<file path="config.mk">
export PLATFORM = sky130hd
export DESIGN_NAME = lenet_c3_sched
export DESIGN_NICKNAME = d
export VERILOG_FILES = /design/src/rtl/lenet_c3_sched.sv
export SDC_FILE = /design/constraint.sdc
export NUM_CORES = 1
export LEC_CHECK = 0
export CORE_UTILIZATION = 59
export DETAILED_ROUTE_END_ITERATION = 16
export DONT_BUFFER_PORTS = 1
export PLACE_DENSITY = 0.78
export SLEW_MARGIN = 20
export SYNTH_ARGS = -nofsm -noshare
export SYNTH_HDL_FRONTEND = slang
export SYNTH_SLANG_ARGS = --single-unit
</file>
<file path="constraint.sdc">
create_clock -name i_sclk -period 6.84 [get_ports i_sclk]
set_input_delay 1.71 -clock i_sclk [delete_from_list [all_inputs] [get_ports i_sclk]]
set_output_delay 1.71 -clock i_sclk [all_outputs]
set_load 0.05 [all_outputs]
</file>
<file path="src/rtl/lenet_c3_sched.sv">
// Job scheduler for the LeNet C3 5x5 convolution engine.
// Walks every (output map, input channel) pair of the connection mask,
// skips unconnected pairs, streams 25 kernel weights from the weight memory
// into the engine, then requests one input-frame pass and waits for it.
module lenet_c3_sched #(
  parameter int WW    = 8,
  parameter int N_IN  = 6,
  parameter int N_OUT = 16,
  parameter int MA    = 12
) (
  input  logic                   i_sclk,
  input  logic                   i_rstn,
  input  logic                   i_start,
  input  logic [N_IN*N_OUT-1:0]  i_conn,
  output logic                   o_wm_rd,
  output logic [MA-1:0]          o_wm_addr,
  input  logic [WW-1:0]          i_wm_data,
  output logic                   o_W_en,
  output logic [4:0]             o_W_addr,
  output logic [WW-1:0]          o_Weight,
  output logic                   o_frm_req,
  input  logic                   i_frm_done,
  output logic [4:0]             o_out_idx,
  output logic [2:0]             o_in_idx,
  output logic                   o_acc_first,
  output logic                   o_acc_last,
  output logic                   o_busy,
  output logic                   o_done
);

  localparam int         PW     = $clog2(N_IN*N_OUT);
  localparam logic [4:0] K_LAST = 5'd25;   // one past the last kernel tap

  typedef enum logic [2:0] {
    S_IDLE, S_SCAN, S_LOAD, S_REQ, S_WAIT, S_DONE
  } state_t;

  state_t                r_state, w_next;
  logic [N_IN*N_OUT-1:0] r_conn;
  logic [4:0]            r_o;
  logic [2:0]            r_c;
  logic [4:0]            r_k;
  logic                  r_wen;
  logic [4:0]            r_waddr;

  logic [PW-1:0]         w_rbase;
  logic [PW-1:0]         w_pidx;
  logic [N_IN-1:0]       w_row;
  logic                  w_bit;
  logic                  w_last_pair;
  logic                  w_rd;
  logic [MA-1:0]         w_pair;
  logic [MA-1:0]         w_addr;
  logic                  w_first;
  logic                  w_last;
  logic                  w_in_job;

  // Mask lookup for the current pair and its output-map row.
  assign w_rbase     = PW'(r_o) * PW'(N_IN);
  assign w_pidx      = w_rbase + PW'(r_c);
  assign w_row       = r_conn[w_rbase +: N_IN];
  assign w_bit       = r_conn[w_pidx];
  assign w_last_pair = (r_o == 5'(N_OUT-1)) && (r_c == 3'(N_IN-1));

  // Dense weight layout: every pair owns 25 slots whether connected or not.
  assign w_pair = MA'(r_o) * MA'(N_IN) + MA'(r_c);
  assign w_addr = w_pair * MA'(25) + MA'(r_k);
  assign w_rd   = (r_state == S_LOAD) && (r_k < K_LAST);

  // State register.
  always_ff @(posedge i_sclk or negedge i_rstn) begin
    if (!i_rstn) r_state <= S_IDLE;
    else         r_state <= w_next;
  end

  // Next-state logic.
  always_comb begin
    // NOTE: default first so every path assigns w_next; otherwise a latch is inferred.
    w_next = r_state;
    unique case (r_state)
      S_IDLE: if (i_start) w_next = S_SCAN;
      S_SCAN: begin
        if (w_bit)            w_next = S_LOAD;
        else if (w_last_pair) w_next = S_DONE;
      end
      S_LOAD: if (r_k == K_LAST) w_next = S_REQ;
      S_REQ:  w_next = S_WAIT;
      S_WAIT: if (i_frm_done) w_next = w_last_pair ? S_DONE : S_SCAN;
      S_DONE: w_next = S_IDLE;
      default: w_next = S_IDLE;
    endcase
  end

  // Pair walker, kernel tap counter and latched mask.
  always_ff @(posedge i_sclk or negedge i_rstn) begin
    // NOTE: sequential state uses non-blocking assignments so every register
    // samples pre-edge values regardless of statement order.
    if (!i_rstn) begin
      r_conn <= '0;
      r_o    <= '0;
      r_c    <= '0;
      r_k    <= '0;
    end else begin
      unique case (r_state)
        S_IDLE: begin
          if (i_start) begin
            r_conn <= i_conn;
            r_o    <= '0;
            r_c    <= '0;
          end
        end
        S_SCAN: begin
          if (w_bit) begin
            r_k <= '0;
          end else if (!w_last_pair) begin
            if (r_c == 3'(N_IN-1)) begin
              r_c <= '0;
              r_o <= r_o + 5'd1;
            end else begin
              r_c <= r_c + 3'd1;
            end
          end
        end
        S_LOAD: r_k <= r_k + 5'd1;
        S_WAIT: begin
          if (i_frm_done && !w_last_pair) begin
            if (r_c == 3'(N_IN-1)) begin
              r_c <= '0;
              r_o <= r_o + 5'd1;
            end else begin
              r_c <= r_c + 3'd1;
            end
          end
        end
        default: ;
      endcase
    end
  end

  // Engine write follows each memory read by one cycle, when data returns.
  always_ff @(posedge i_sclk or negedge i_rstn) begin
    if (!i_rstn) begin
      r_wen   <= 1'b0;
      r_waddr <= '0;
    end else begin
      r_wen   <= w_rd;
      r_waddr <= r_k;
    end
  end

  // Accumulator first/last flags from the latched row of the current map.
  always_comb begin
    w_first = w_row[r_c];
    w_last  = w_row[r_c];
    for (int i = 0; i < N_IN; i++) begin
      if (i < int'(r_c) && w_row[i]) w_first = 1'b0;
      if (i > int'(r_c) && w_row[i]) w_last  = 1'b0;
    end
  end

  assign w_in_job    = (r_state == S_LOAD) || (r_state == S_REQ) || (r_state == S_WAIT);

  assign o_wm_rd     = w_rd;
  assign o_wm_addr   = w_rd ? w_addr : '0;
  assign o_W_en      = r_wen;
  assign o_W_addr    = r_wen ? r_waddr : '0;
  assign o_Weight    = r_wen ? i_wm_data : '0;
  assign o_frm_req   = (r_state == S_REQ);
  assign o_out_idx   = r_o;
  assign o_in_idx    = r_c;
  assign o_acc_first = w_in_job && w_first;
  assign o_acc_last  = w_in_job && w_last;
  assign o_busy      = (r_state != S_IDLE);
  assign o_done      = (r_state == S_DONE);

endmodule

</file>
==> reports/metrics.cfg <==
[cts]
cts-root-buf=clkbuf_16
clk_pin_slew_worst_paths_ns=0.06
ctsHtreeMaxLevel=4
cts.sinks=118
cts_hold_buf=0
cts_inserted_buffers=17
cts_tree=yes
clock_latency_ns=0.43
clock_path_buffers=2

[setup_path]
crit_path_max_fanout=5
rr_startpoint=o_out_idx[1]
critPathKind=register to output port
reg2reg_slack_ns=2.36
cp-start-kind=register
worst_setup_path_end_kind=output port
r2r_cells=11
critPathLaunch=o_out_idx[1]
reg2reg_to=o_out_idx[3]
cp_data_required_time_ns=5.13
worstPathArrival_ns=4.95

[synth]
synth.cell_area_sq_um=9415
synth_flop_cell=dfrtp_1
synth_edf_count=0
synth_nets=914
yosys_warnings=0
synthCells=752
ys_seq_area_share_pct=31.36
synthArstFlopShare_pct=100.0
avgSynthCellArea_sq_um=12.52
ys_ff_latch=118
synthDistinctLibCells=62

[sta]
period_minus_slack_ns=6.663
timing.fmax_mhz=150.1
worst_slew_pin_slew_ns=1.041
post-route-period-util_pct=97.41
slew_viol_final=0
relSlewSlack_pct=30.63
worst_clock_skew_ns=0.007702
hold_viol=0
finalSetupViolCount=0

[hold_path]
worstHoldStart=r_k[1]
hp-class=register to register
holdPathEnd=r_waddr[1]
hold_depth=0

[detailed_routing]
drc=0
maxUsedRoutingLayer=met5
routed_wl_mm=23.92
routed_via_density=6.862
wl_per_cell_um=24.33
met3_length_mm=2.037
ant_nets=0
drt_iter0_drc=498
vias=6745
dr.pass1.iters=5
met1_length_mm=9.201
dr_wl_met2_mm=12.15

[layout]
diodes=0
mostFrequentLayoutCell=dfrtp_1
drive_above_1_share_pct=40.93
finalNetCount=922
mostFrequentLayoutCells=115 x dfrtp_1, 102 x mux2_2, 99 x mux4_2, 42 x ha_1, 38 x buf_4
fin_util_pct=68.67
area_delta_synth_final_pct=12.11

[grt]
grt_max_degree=119
overflow=0
grt_pass1_vias=7054
antenna_found_initial=1
grt_use_total_pct=30.94
grt_pass1_wl_mm=38.21

[placed_design]
dpl.hpwl_mm=16.85
port_buffers=0
gp_congestion=0.9201

[floorplanning]
core_area_sq_um=15370
die-width_um=128.3
rows=45
initial_utilization_pct=61.25
ioPinCount=148
die_area_sq_um=16470
fp.dieH_um=128.3

[flow_run]
cap_violations=0

[run_status]
status=finished, final reports clean

kinds of logic (layout without fill, tap and decap cells):
kind of cell	count (synthesis)	after routing	share of synthesized area [%]
xor+xnor	15	15	1.542
compound gates	100	100	7.323
simple gates	143	143	8.000
fa+ha+maj	54	54	7.814
flops	118	118	31.36
mux	236	236	39.60
buf+inv	86	106	4.359
timing repair:
action / CTS / global route
resized for setup: 12 / 11
endpoints found under the setup margin: 2 / 3
buffers inserted: 1 / 4
pin swaps: 0 / 10
how the worst max path moves through the flow:
stage                               end  slack [ns]  depth (start not counted)
after detailed placement  o_wm_addr[10]        0.15                         18
after global routing      o_wm_addr[10]      -0.009                         19
after global placement    o_wm_addr[10]        0.39                         18
after CTS                 o_wm_addr[10]       0.005                         18
after floorplan           o_wm_addr[10]       -0.03                         22
final                     o_wm_addr[10]        0.18                         18
sequential cells by signal (all words and copies together) (netlist names):
register,count
o_W_en,1
o_in_idx,3
o_out_idx,5
r_conn,96
r_k,5
r_state,3
r_waddr,5
final cells by class:
class,count,area [sq um]
Inverter,33,123.9
Timing Repair Buffer,42,356.6
Sequential cell,118,2962
Clock buffer,22,494.2
Multi-Input combinational cell,548,6238
Clock inverter,9,116.4
Fill cell,1081,4816
Tap cell,211,264.0
routing by layer:
| layer | vias up | GRT usage, % |
|---|---|---|
| li1 | 2940 | - |
| met1 | 3410 | 38.54 |
| met5 | - | 0 |
| met4 | 2 | 9.827 |
| met3 | 44 | 8.723 |
| met2 | 349 | 52.40 |
synthesized netlist by cell type, types with 3 or more instances:
cell type	n	share of area, %
dfrtp_1	118	31
mux2_2	102	12
mux4_2	99	24
ha_1	46	6.1
mux2i_1	35	3.7
nand2_1	32	1.3
inv_1	31	1.2
a21oi_1	26	1.4
nor2_1	25	1.0
clkbuf_1	20	0.80
and2_1	18	1.2
nand3_1	18	0.96
o21ai_0	18	0.96
buf_2	13	0.69
and3_1	12	0.80
a21o_1	10	0.80
nor3_1	10	0.53
fa_1	8	1.7
xor2_1	8	0.74
buf_1	7	0.28
buf_4	7	0.56
nor2b_1	7	0.47
a31oi_1	6	0.40
buf_6	6	0.72
xnor2_1	6	0.56
a211oi_1	4	0.32
o31ai_1	4	0.32
or4_1	4	0.32
a211o_1	3	0.28
a21boi_0	3	0.24
nand4_1	3	0.20
o2bb2ai_1	3	0.28
stage by stage:
stage / TNS, ns / hold WS [ns] / cell area (sq um) / setup slack [ns] / std cells
final: 0 / 0.5301 / 10560 / 0.1770 / 983
after global routing: -0.01259 / 0.5418 / 10560 / -0.008868 / 983
after CTS: 0 / 0.5186 / 10460 / 0.004553 / 979
after detailed placement: 0 / 0.5105 / 9806 / 0.1498 / 947
after global placement: 0 / 0.4951 / 9806 / 0.3942 / 947
after floorplan: -0.02672 / 0.4464 / 9508 / -0.02672 / 752
worst max-delay path: stages (launching register included):
cell,delay [ns]
dfrtp_4,0.59
ha_4,0.21
fa_2,0.57
inv_1,0.07
nor3_2,0.23
xnor3_2,0.30
fa_1,0.51
inv_1,0.06
fa_1,0.54
inv_1,0.08
ha_4,0.28
o21ai_2,0.06
a21boi_2,0.19
o21ai_2,0.09
a21oi_2,0.18
o21ai_2,0.09
nor3b_4,0.16
nor3_4,0.15
buf_12,0.16
Power is left out: the tool's default activity adds up to more than one toggle a clock period on the data nets, which glitch-free logic cannot reach.
